**src/rtl/ppu.sv**
```systemverilog
// PPU register front end: raster counters, CPU clock-enable divider, VBlank/NMI,
// the 0x2000-0x3FFF register file with VRAM/OAM access ports, PRG pass-through
// and the 0x4014 OAM DMA engine. The renderer fetch ports are tied off.
module ppu #(
    parameter int H_TOTAL = 800,
    parameter int V_TOTAL = 525,
    parameter int V_BLANK = 480
) (
    input  logic        clock25,
    input  logic        reset_n,
    output logic        ce_cpu,
    output logic        nmi,
    input  logic [15:0] cpu_a,
    output logic [7:0]  cpu_i,
    input  logic [7:0]  cpu_o,
    input  logic        cpu_r,
    input  logic        cpu_w,
    output logic [15:0] prga,
    output logic [7:0]  prgd,
    output logic        prgw,
    input  logic [7:0]  prgi,
    output logic [14:0] vida,
    output logic [7:0]  vido,
    output logic        vidw,
    input  logic [7:0]  vidi,
    output logic [7:0]  oam2a,
    output logic [7:0]  oam2o,
    output logic        oam2w,
    input  logic [7:0]  oam2i,
    output logic [14:0] chra,
    input  logic [7:0]  chrd,
    output logic [7:0]  oama,
    input  logic [7:0]  oamd
);

    localparam logic [9:0] X_LAST   = 10'(H_TOTAL - 1);
    localparam logic [9:0] Y_LAST   = 10'(V_TOTAL - 1);
    localparam logic [9:0] Y_BLANK  = 10'(V_BLANK);
    localparam logic [3:0] DIV_LAST = 4'd13;

    // reset_n is active-high despite its name
    logic rst;
    assign rst = reset_n;

    logic [9:0]  x_q, x_d, y_q, y_d;
    logic [3:0]  div_q, div_d;
    logic [7:0]  ctrl_q, ctrl_d, mask_q, mask_d;
    logic [7:0]  scroll_x_q, scroll_x_d, scroll_y_q, scroll_y_d;
    logic [7:0]  oamaddr_q, oamaddr_d, rdbuf_q, rdbuf_d;
    logic [13:0] v_q, v_d;
    logic        w_q, w_d, vbl_q, vbl_d;
    logic        dma_act_q, dma_act_d;
    logic [7:0]  dma_page_q, dma_page_d;
    logic [8:0]  dma_cnt_q, dma_cnt_d;

    logic        ppu_sel, dma_sel, ce, wr_ppu, rd_ppu, dma_start, dma_phase;
    logic [2:0]  reg_sel;
    logic [7:0]  dma_idx;
    logic [13:0] v_inc;

    assign ppu_sel   = (cpu_a[15:13] == 3'b001);
    assign dma_sel   = (cpu_a == 16'h4014);
    assign reg_sel   = cpu_a[2:0];
    assign ce        = !rst && (div_q == DIV_LAST) && !dma_act_q;
    assign wr_ppu    = ce && cpu_w && ppu_sel;
    assign rd_ppu    = ce && cpu_r && ppu_sel;
    assign dma_start = ce && cpu_w && dma_sel && !dma_act_q;
    // DMA counter: bit 0 selects fetch (0) or OAM store (1), upper bits are the byte index
    assign dma_idx   = dma_cnt_q[8:1];
    assign dma_phase = dma_cnt_q[0];
    assign v_inc     = ctrl_q[2] ? 14'd32 : 14'd1;

    // Next-state logic for counters, register file, VBlank and DMA
    always_comb begin
        x_d        = x_q;
        y_d        = y_q;
        div_d      = (div_q == DIV_LAST) ? 4'd0 : div_q + 4'd1;
        ctrl_d     = ctrl_q;
        mask_d     = mask_q;
        scroll_x_d = scroll_x_q;
        scroll_y_d = scroll_y_q;
        oamaddr_d  = oamaddr_q;
        rdbuf_d    = rdbuf_q;
        v_d        = v_q;
        w_d        = w_q;
        vbl_d      = vbl_q;
        dma_act_d  = dma_act_q;
        dma_page_d = dma_page_q;
        dma_cnt_d  = dma_cnt_q;

        if (x_q == X_LAST) begin
            x_d = 10'd0;
            y_d = (y_q == Y_LAST) ? 10'd0 : y_q + 10'd1;
        end else begin
            x_d = x_q + 10'd1;
        end

        if (wr_ppu) begin
            case (reg_sel)
                3'd0: ctrl_d = cpu_o;
                3'd1: mask_d = cpu_o;
                3'd3: oamaddr_d = cpu_o;
                3'd4: oamaddr_d = oamaddr_q + 8'd1;
                3'd5: begin
                    if (!w_q) scroll_x_d = cpu_o;
                    else      scroll_y_d = cpu_o;
                    w_d = !w_q;
                end
                3'd6: begin
                    if (!w_q) v_d[13:8] = cpu_o[5:0];
                    else      v_d[7:0]  = cpu_o;
                    w_d = !w_q;
                end
                3'd7: v_d = v_q + v_inc;
                default: ;
            endcase
        end

        if (rd_ppu) begin
            case (reg_sel)
                3'd2: begin
                    vbl_d = 1'b0;
                    w_d   = 1'b0;
                end
                3'd7: begin
                    rdbuf_d = vidi;
                    v_d     = v_q + v_inc;
                end
                default: ;
            endcase
        end

        // flag tracks the position the counters are about to enter
        if ((x_d == 10'd0) && (y_d == Y_BLANK)) vbl_d = 1'b1;
        else if ((x_d == 10'd0) && (y_d == 10'd0)) vbl_d = 1'b0;

        if (dma_start) begin
            dma_act_d  = 1'b1;
            dma_page_d = cpu_o;
            dma_cnt_d  = 9'd0;
        end else if (dma_act_q) begin
            dma_cnt_d = dma_cnt_q + 9'd1;
            if (dma_cnt_q == 9'd511) dma_act_d = 1'b0;
        end
    end

    // State registers, cleared asynchronously
    always_ff @(posedge clock25 or posedge reset_n) begin
        if (reset_n) begin
            x_q        <= '0;
            y_q        <= '0;
            div_q      <= '0;
            ctrl_q     <= '0;
            mask_q     <= '0;
            scroll_x_q <= '0;
            scroll_y_q <= '0;
            oamaddr_q  <= '0;
            rdbuf_q    <= '0;
            v_q        <= '0;
            w_q        <= 1'b0;
            vbl_q      <= 1'b0;
            dma_act_q  <= 1'b0;
            dma_page_q <= '0;
            dma_cnt_q  <= '0;
        end else begin
            x_q        <= x_d;
            y_q        <= y_d;
            div_q      <= div_d;
            ctrl_q     <= ctrl_d;
            mask_q     <= mask_d;
            scroll_x_q <= scroll_x_d;
            scroll_y_q <= scroll_y_d;
            oamaddr_q  <= oamaddr_d;
            rdbuf_q    <= rdbuf_d;
            v_q        <= v_d;
            w_q        <= w_d;
            vbl_q      <= vbl_d;
            dma_act_q  <= dma_act_d;
            dma_page_q <= dma_page_d;
            dma_cnt_q  <= dma_cnt_d;
        end
    end

    // Output muxing; everything is held at zero while reset is asserted
    always_comb begin
        ce_cpu = 1'b0;
        nmi    = 1'b0;
        cpu_i  = 8'h00;
        prga   = 16'h0000;
        prgd   = 8'h00;
        prgw   = 1'b0;
        vida   = 15'h0000;
        vido   = 8'h00;
        vidw   = 1'b0;
        oam2a  = 8'h00;
        oam2o  = 8'h00;
        oam2w  = 1'b0;
        chra   = 15'h0000;
        oama   = 8'h00;
        if (!rst) begin
            ce_cpu = ce;
            nmi    = vbl_q & ctrl_q[7];
            vida   = {1'b0, v_q};
            vido   = cpu_o;
            vidw   = wr_ppu && (reg_sel == 3'd7);
            if (dma_act_q) begin
                prga  = {dma_page_q, dma_idx};
                oam2a = oamaddr_q + dma_idx;
                oam2o = prgi;
                oam2w = dma_phase;
            end else begin
                prga  = cpu_a;
                prgd  = cpu_o;
                prgw  = cpu_w && !ppu_sel && !dma_sel;
                oam2a = oamaddr_q;
                oam2o = cpu_o;
                oam2w = wr_ppu && (reg_sel == 3'd4);
            end
            if (ppu_sel) begin
                case (reg_sel)
                    3'd2:    cpu_i = {vbl_q, 7'b0};
                    3'd4:    cpu_i = oam2i;
                    3'd7:    cpu_i = rdbuf_q;
                    default: cpu_i = 8'h00;
                endcase
            end else begin
                cpu_i = prgi;
            end
        end
    end

    // Renderer inputs and not-yet-consumed registers
    logic unused_sink;
    assign unused_sink = ^{chrd, oamd, mask_q, scroll_x_q, scroll_y_q};

endmodule

```
**config.mk**
```make
export PLATFORM = sky130hd
export DESIGN_NAME = ppu
export DESIGN_NICKNAME = d
export VERILOG_FILES = /design/src/rtl/ppu.sv
export SDC_FILE = /design/constraint.sdc
export NUM_CORES = 1
export LEC_CHECK = 0
export CAP_MARGIN = 20
export CORE_ASPECT_RATIO = 2
export CORE_UTILIZATION = 48
export DETAILED_ROUTE_END_ITERATION = 10
export PLACE_DENSITY = 0.78
export SKIP_LAST_GASP = 1
export SYNTH_ARGS = -nofsm -noshare
export SYNTH_HDL_FRONTEND = slang
export SYNTH_SLANG_ARGS = --single-unit
```
**constraint.sdc**
```tcl
create_clock -name clock25 -period 6.4 [get_ports clock25]
set_input_delay 1.28 -clock clock25 [delete_from_list [all_inputs] [get_ports clock25]]
set_output_delay 1.28 -clock clock25 [all_outputs]
set_load 0.05 [all_outputs]
```
After elaboration in Yosys (flattened, before gate mapping) --
Index checks and enable logic that the tools add are counted.
Storage, ports and cells: flip-flop bits (word level) 82, bits in latches 0, memory bits (writable) 0, ROM bits 0, bits of input ports 68, output and inout bits 99, logic and storage cells 109, memories 0
Operators by class: $add $sub $neg 7, multipliers 0, div/mod/pow operators 0, $lt $le $gt $ge 0, equality and inequality tests 13, shift-type cells 0, mux-type cells 45, bitwise gates (word level) 1, reductions and logical operators 31
Operator list (count):
- $mux W8 | 10
- $mux W14 | 4
- $mux W16 | 2
- $mux W10 | 3
- $pmux W14 S2 | 1
- $pmux W8 S3 | 1
- $add A10 B1 Y10 const B | 2
- $eq A10 B10 Y1 const B | 2
- $logic_not A10 Y1 | 2
- $mux W1 | 18
- $mux W9 | 2
- $eq A16 B15 Y1 const B | 1
- $pmux W8 S2 | 1
- $add A14 B6 Y14 | 1
- $logic_and A1 B1 Y1 | 14
- $eq A3 B3 Y1 const B | 4
- $mux W6 | 2
- $eq A10 B9 Y1 const B | 1
- $add A9 B1 Y9 const B | 1
- $eq A9 B9 Y1 const B | 1
- $add A8 B1 Y8 const B | 1
- $add A8 B8 Y8 | 1
- $reduce_and A2 Y1 | 4
- $eq A3 B2 Y1 const B | 2
- other kinds (10) | 16

Longest topological paths before layout --
Gate-level depths: netlist of run 1.
depth after elaboration 8, gate-level depth with buffers 10, gate-level depth less buffers 10

Worst setup path before layout of run 1 --
OpenSTA, ideal clock, no wires.
path type input to output, start in reset_n, end out nmi, arrival 3717 ps, data required time 5120 ps, path slack 1403 ps, stages on the path 3, path buffers 1, cells stage by stage clkbuf_1 > inv_1 > and3_1
Between the ends: longest elaborated chain between the ends 1
RTL lines:
- start, declared | line 10 | input logic reset_n,
- $mux W1 | line 200 | if (!rst) begin
- end, declared | line 12 | output logic nmi,
Every way passes these cells.

Worst setup path in the final report of run 1 --
start in cpu_a[1], end out oam2w
Between the ends: longest elaborated chain between the ends 4
RTL lines:
- start, declared | line 13 | input logic [15:0] cpu_a,
- $eq A3 B3 Y1 | line 217 | oam2w = wr_ppu && (reg_sel == 3'd4);
- $logic_and A1 B1 Y1 | line 217
- $mux W1 | line 206 | if (dma_act_q) begin
- $mux W1 | line 200
- end, declared | line 28 | output logic oam2w,
Every way passes these cells.

==> summary.txt, run 1 <==
STA
  – Final hold violation count: 0
  – Fin Setup TNS: 0 ns
  – Tcrit/Tclk final: just over 80%
  – Hold WS: 0.471 ns
  – Setup violators final: 0
  – Final min period: 5.17 ns
  – Max-slew headroom: a little over a quarter
  – Worst setup margin: 1.23 ns
  – Slew of the pin with the lowest slew margin: around 1.1 ns
  – Max Clk Rate: around 190 MHz
  – Slew Limit Fails: 0
  – RSZ-0062 raised after global routing: false
  – Setup Skew: about 0.010 ns

Layout
  – Final core utilization: between 60% and 70%
  – Layout cells sized above 1: 5.93%
  – Area grow syn2layout: 27.1%
  – Final Cell Area: about 7000 um^2
  – Final Net Count: ~840
  – ANT cells: 0

GRT
  – Remaining Overflow, GRT: 0
  – GRT Util Overall: between 20 and 30%
  – Initial antenna violation count: 0
  – First-pass GRT wire length: 27.2 mm
  – Met2 GRT Util: between 50% and 60%
  – Largest net degree at the start of global routing: just under 80
  – Met3 global-route usage: 4.15%
  – Most used routing layer: met2
  – Vias in the first global route: between 5000 and 6000
  – Grt met1 use: about 30%

Clock tree
  – Sink Count: 76
  – Hold-fix buffers at CTS: 0
  – CTS-repair resized insts: 0
  – Number of H-tree levels: 3
  – Max clock buf depth: 2
  – CTS buffer count: 9
  – Reg clk slew, reported paths: approximately 0.06 ns
  – Clk_lat worst skew: roughly 0.34 ns
  – # Post-CTS Setup Buffers: 0
  – Clock root cell: clkbuf_16
  – CTS tree: yes

Placed design
  – GPL Wtd Cong: about 0.96
  – PortBufs: 126
  – Pre-CTS WS: 1.30 ns
  – Placed inst area: 6760 um^2
  – HPWL after DPL: 12.6 mm

Power
  – Leak: around 0.003 uW
  – Worst ir drop on vdd: between 0.00015 and 0.0002 V
  – PwrDens: 174 nW/um^2

Synthesis
  – Post-synth EDFFs: 0
  – Top_reg_cell synth: dfrtp_1
  – Synthesized flop and latch total: 76
  – Count of cell types in the netlist: 68
  – Sequential-to-total area share from yosys stat: 34.3%
  – Mapped Area: 5540 um^2
  – Ys async rst share: 100%
  – Synth warnings: 0
  – Synth Instances: 651
  – Synthesized area per cell: approximately 8.5 um^2

Setup path
  – Setup CP Type: in2out
  – Critical path origin: cpu_a[1]
  – Setup crit end kind: output pin
  – Reg2reg setup slack: between 2 and 3 ns
  – Worst setup path endpoint: oam2w
  – Crit Path Max Fanout: 19
  – Worst Path Arrival: 3.89 ns
  – Reg2Reg Depth: 7
  – Critical path cell sequence: clkdlybuf4s50_1, nand2b_1, nor2_1, buf_4, a22oi_1, nor2_1, clkdlybuf4s50_1
  – WP depth: 7
  – CP delay by family, top: buffers and inverters
  – Worst EP required: roughly 5.1 ns
  – RR Endpoint: v_q[3]
  – Crit path buf inv count: 3
  – Critical Path Max Stage Delay: 0.83 ns
  – CP max stage cell: clkdlybuf4s50_1
  – Critical R2R Launch: dma_act_q
  – Critical path startpoint category: input port

Flow run
  – Max-Cap Viols: 0

Outcome
  – Status: finished clean

Die
  – Chip height: ~150 um
  – Die X: around 80 um
  – Initial Utilization: 49.1%
  – Core area: between 10000 and 15000 um^2
  – Io pins: approximately 170
  – FP Rows: 55
  – Die Footprint: around 12000 um^2

Drt
  – Routed Antenna Nets: 0
  – Drt total wl: 16.9 mm
  – DRC violation count after routing: 0
  – First-pass DRT Iterations: 5
  – Vias: about 5300
  – Post-DR vias/cell: 5.91
  – Initial DRC Count: between 400 and 500
  – Drt wl/cell: approximately 19 um

Min path
  – Hold Path Depth: 2
  – Worst Hold Class: reg2reg
[cell type report]
cell class,count,area (um^2)
Tap cell,142,178
Fill cell,1030,4250
Timing Repair Buffer,132,1300
Inverter,24,90.1
Sequential cell,76,1900
Clock buffer,11,243
Clock inverter,5,36.3
Multi-Input combinational cell,511,3290
[cells in the final DEF, fill, tap and decap left out, types with 9 or more instances in the layout]
cell,count
a21oi_1,28
ha_1,16
inv_1,23
o22ai_1,15
clkdlybuf4s50_1,125
nand4_1,9
a22oi_1,21
o21ai_0,21
nand2_1,59
clkbuf_16,9
a2bb2oi_1,12
xnor2_1,15
and2_1,11
and3_1,15
nor2b_1,26
conb_1,24
nor3_1,9
nand3_1,22
nor2_1,69
dfrtp_1,75
mux2_2,13
xor2_1,16
mux2i_1,31
[layer usage]
metal / up-vias / part of all wire [%]
met1: 2554 / 34
met2: 225 / 54
met4: 0 / 6.8
met3: 73 / 5.2
li1: 2472 / -
met5: - / 0
[worst min-delay path: cells and delay by family (launching register included)]
family / cells / cell delay [ns]
flip-flops: 1 / 0.34
AND/OR/NAND/NOR: 2 / 0.10
[through the flow]
step,instances,power [uW]
floorplan,674,669
global route,901,1260
global placement,885,751
detailed placement,885,753
CTS,901,1230
finish,901,1230
[logic make-up (layout without fill, tap and decap cells)]
| logic type | count (synthesis) | after routing | share of synthesized area, % |
|---|---|---|---|
| buffers and inverters | 87 | 172 | 7.84 |
| adders and majority gates | 17 | 17 | 3.98 |
| muxes | 44 | 44 | 8.24 |
| other | 1 | 24 | 0.0677 |
| xor gates and xnor gates | 31 | 31 | 4.90 |
| AOI/OAI and AO/OA | 138 | 138 | 16.9 |
| DFF | 76 | 76 | 34.3 |
| and+or+nand+nor | 257 | 257 | 23.8 |
[registers in the layout, summed over array words and instances (netlist names)]
register / flops
x_q: 10
oamaddr_q: 8
dma_page_q: 8
div_q: 4
dma_cnt_q: 9
dma_act_q: 1
ctrl_q: 2
y_q: 10
vbl_q: 1
w_q: 1
rdbuf_q: 8
v_q: 14
[power by group]
part | total, uW | internal (uW) | switching, uW
Clock | 479 | 274 | 205
Sequential | 491 | 484 | 6.40
Combinational | 256 | 85.6 | 170
[how the worst min path moves through the flow]
stage	to	from	slack, ns
finish	rdbuf_q[1]	rdbuf_q[1]	0.47
global route	rdbuf_q[2]	rdbuf_q[2]	0.51
CTS	rdbuf_q[1]	rdbuf_q[1]	0.47
detailed placement	rdbuf_q[1]	rdbuf_q[1]	0.46
global placement	rdbuf_q[6]	rdbuf_q[6]	0.46
floorplan	rdbuf_q[7]	rdbuf_q[7]	0.44
[synthesized netlist by cell type, drive strengths merged, types with 2 or more instances]
cell      n  area [um^2]
o31ai     4         30.0
nand2b    3         18.8
and4      3         27.5
buf      32          228
a22oi    21          158
dfrtp    76         1900
xor2     16          140
and2     13         82.6
mux2     13          146
and3     16          105
mux2i    31          310
nand2    59          221
o22ai    15         93.8
nor3b     2         26.3
nand4     9         56.3
o211ai    4         30.0
a21o      3         22.5
ha       16          200
nand3b    3         22.5
a22o      7         61.3
xnor2    15          131
nor2b    26          163
clkbuf   31          116
o21ai    21          105
inv      24         90.1
nor2     69          259
o31a      3         26.3
o21a      3         22.5
or4       4         33.8
a21oi    28          140
a2bb2oi  12          105
nor3     10         55.1
a211oi    2         15.0
a31oi     3         18.8
nand3    22          110
or3       8         50.1
nor4b     3         26.3
(Power assumes the default switching activity.)
==> run 2, diff against run 1 <==
- clock period: 6.4 -> 5 ns (I/O delays scaled with it)
==> run 2 against run 1 <==
Effect of this change: flip-flop and latch count unchanged; design area grew 0.32%; worst hold slack improved by 0.0048 ns; die area did not move; combinational power is 29% higher; sequential share of layout area down 0.086 points; critical path depth is 2 higher; largest cell class unchanged.
==> summary.txt, run 2 (synthesis results as in run 1) <==
Outcome
  – Status: finished clean

Setup path
  – Setup CP Type: reg2out
  – Worst EP required: 4.00 ns (-1.12 ns)
  – Critical path startpoint category: flop
  – Setup crit end kind: output pin
  – Worst Path Arrival: 3.63 ns (-0.26 ns)
  – Crit Path Max Fanout: 6 (-13)

Clock tree
  – Clock root cell: clkbuf_16
  – Max clock buf depth: 2 (unchanged)
  – CTS-repair resized insts: 0 (unchanged)
  – Hold-fix buffers at CTS: 0 (unchanged)
  – Clk_lat worst skew: 0.33 ns (about the same)
  – # Post-CTS Setup Buffers: 0 (unchanged)
  – Sink Count: 76 (unchanged)
  – Reg clk slew, reported paths: 0.05 ns (about the same)
  – CTS buffer count: 9 (unchanged)
  – CTS tree: yes
  – Number of H-tree levels: 3 (unchanged)

Die
  – Die X: 78.0 um (unchanged)
  – Chip height: 154 um (unchanged)
  – Die Footprint: 12000 um^2 (unchanged)
  – Core area: 11300 um^2 (unchanged)
  – Io pins: 167 (unchanged)
  – FP Rows: 55 (unchanged)
  – Initial Utilization: 49.1% (unchanged)

Placed design
  – Placed inst area: 6770 um^2 (+0.19%)
  – HPWL after DPL: 12.9 mm (+2.4%)
  – PortBufs: 126 (unchanged)
  – GPL Wtd Cong: 0.935 (-2.2%)

Drt
  – First-pass DRT Iterations: 7 (+2)
  – Drt wl/cell: 18.8 um (+0.31%)
  – Initial DRC Count: 361 (-19%)
  – Post-DR vias/cell: 5.86 (-0.86%)
  – Drt total wl: 17.0 mm (+0.53%)
  – DRC violation count after routing: 0 (unchanged)
  – Routed Antenna Nets: 0 (unchanged)
  – Vias: 5290 (-0.64%)

STA
  – Fin Setup TNS: 0 ns (unchanged)
  – Tcrit/Tclk final: ~93%
  – Slew Limit Fails: 0 (unchanged)
  – Final hold violation count: 0 (unchanged)
  – Final min period: around 4.6 ns
  – Max-slew headroom: 31.4% (+5.2 points)
  – RSZ-0062 raised after global routing: false
  – Setup Skew: 0.00711 ns (-0.00338 ns)
  – Slew of the pin with the lowest slew margin: 1.03 ns (-0.0770 ns)
  – Setup violators final: 0 (unchanged)
  – Max Clk Rate: around 220 MHz

GRT
  – Remaining Overflow, GRT: 0 (unchanged)
  – First-pass GRT wire length: 26.6 mm (-2.2%)
  – Initial antenna violation count: 0 (unchanged)
  – GRT Util Overall: 28.8% (-0.55 points)
  – Vias in the first global route: 5297 (-2.6%)
  – Largest net degree at the start of global routing: 77 (unchanged)

Layout
  – Most common library cell in the layout ignoring fill and taps: clkdlybuf4s50_1
  – Most frequent cells in the layout: clkdlybuf4s50_1, dfrtp_1, nor2_1, nand2_1, mux2i_1
  – Final Net Count: 842 (+0.36%)
  – Register with the most flip-flops: v_q
  – Largest register FFs: 14 (unchanged)
  – Biggest regs: v_q x14, x_q x10, y_q x10
  – Final Cell Area: 7060 um^2 (+0.32%)
  – Area grow syn2layout: 27.5%
  – Storage cell area: 1900 um^2 (unchanged)
  – Layout cells sized above 1: 7.36% (+1.4 points)
  – Layout fillers: 981 (-4.8%)
  – ANT cells: 0 (unchanged)
  – Area occupied by multi-input gates: 3290 um^2 (unchanged)

Min path
  – Worst Hold Class: reg2reg

Power
  – Leak: 0.00301 uW (+1.6%)
  – Worst ir drop on vdd: 0.000227 V (+36%)
  – PwrDens: 224 nW/um^2 (+29%)
  – Power Total: 1580 uW (+29%)

Flow run
  – Max-Cap Viols: 0 (unchanged)
[run 2: critical path, cell delays in order (launching register included)]
cell and delay (ns):
dfrtp_1 0.44, ha_1 0.32, a21o_1 0.18, a21oi_1 0.23
o21ai_0 0.15, a2111oi_0 0.51, nor3_1 0.19, mux2i_1 0.22
mux2_2 0.36, clkdlybuf4s50_1 0.71
[run 2: path summary, 6_finish.rpt]
path	endpoint	startpoint	slack, ns	cells after the start
max	oam2a[7]	oamaddr_q[1]	0.37	9
min	rdbuf_q[0]	rdbuf_q[0]	0.48	2
max reg2reg	vbl_q	x_q[0]	2.02	8
min reg2reg	rdbuf_q[0]	rdbuf_q[0]	0.48	2
max in group asynchronous	dma_act_q	reset_n	2.89	4
min in group asynchronous	ctrl_q[7]	reset_n	1.44	4
[run 2: area by class of cell]
cell class                      count  area share, %
Multi-Input combinational cell    511           46.6
Sequential cell                    76           26.9
Clock inverter                      1         0.0709
Clock buffer                       14           4.02
Timing Repair Buffer              135           18.6
Inverter                           24           1.28
Tap cell                          142           2.52
[run 2: power breakdown]
group	switching (uW)	internal (uW)
Combinational	219	109
Clock	237	387
Sequential	7.85	620
[run 2: layer usage]
| metal | global-route usage [%] | vias to the layer above | wire, um |
|---|---|---|---|
| li1 | - | 2467 | - |
| met4 | 17.7 | 0 | 943 |
| met2 | 54.4 | 216 | 9500 |
| met1 | 27.8 | 2546 | 5590 |
| met5 | 0 | - | 0 |
| met3 | 5.46 | 61 | 925 |
[run 2: per-stage QoR]
stage	util (%)	std cells	worst slack [ns]	hold WS, ns
finish	62.6	903	0.374	0.476
global route	62.6	903	0.167	0.503
CTS	62.6	903	0.426	0.482
detailed placement	60.0	888	0.726	0.470
global placement	60.0	888	0.752	0.453
floorplan	-	674	0.563	0.440
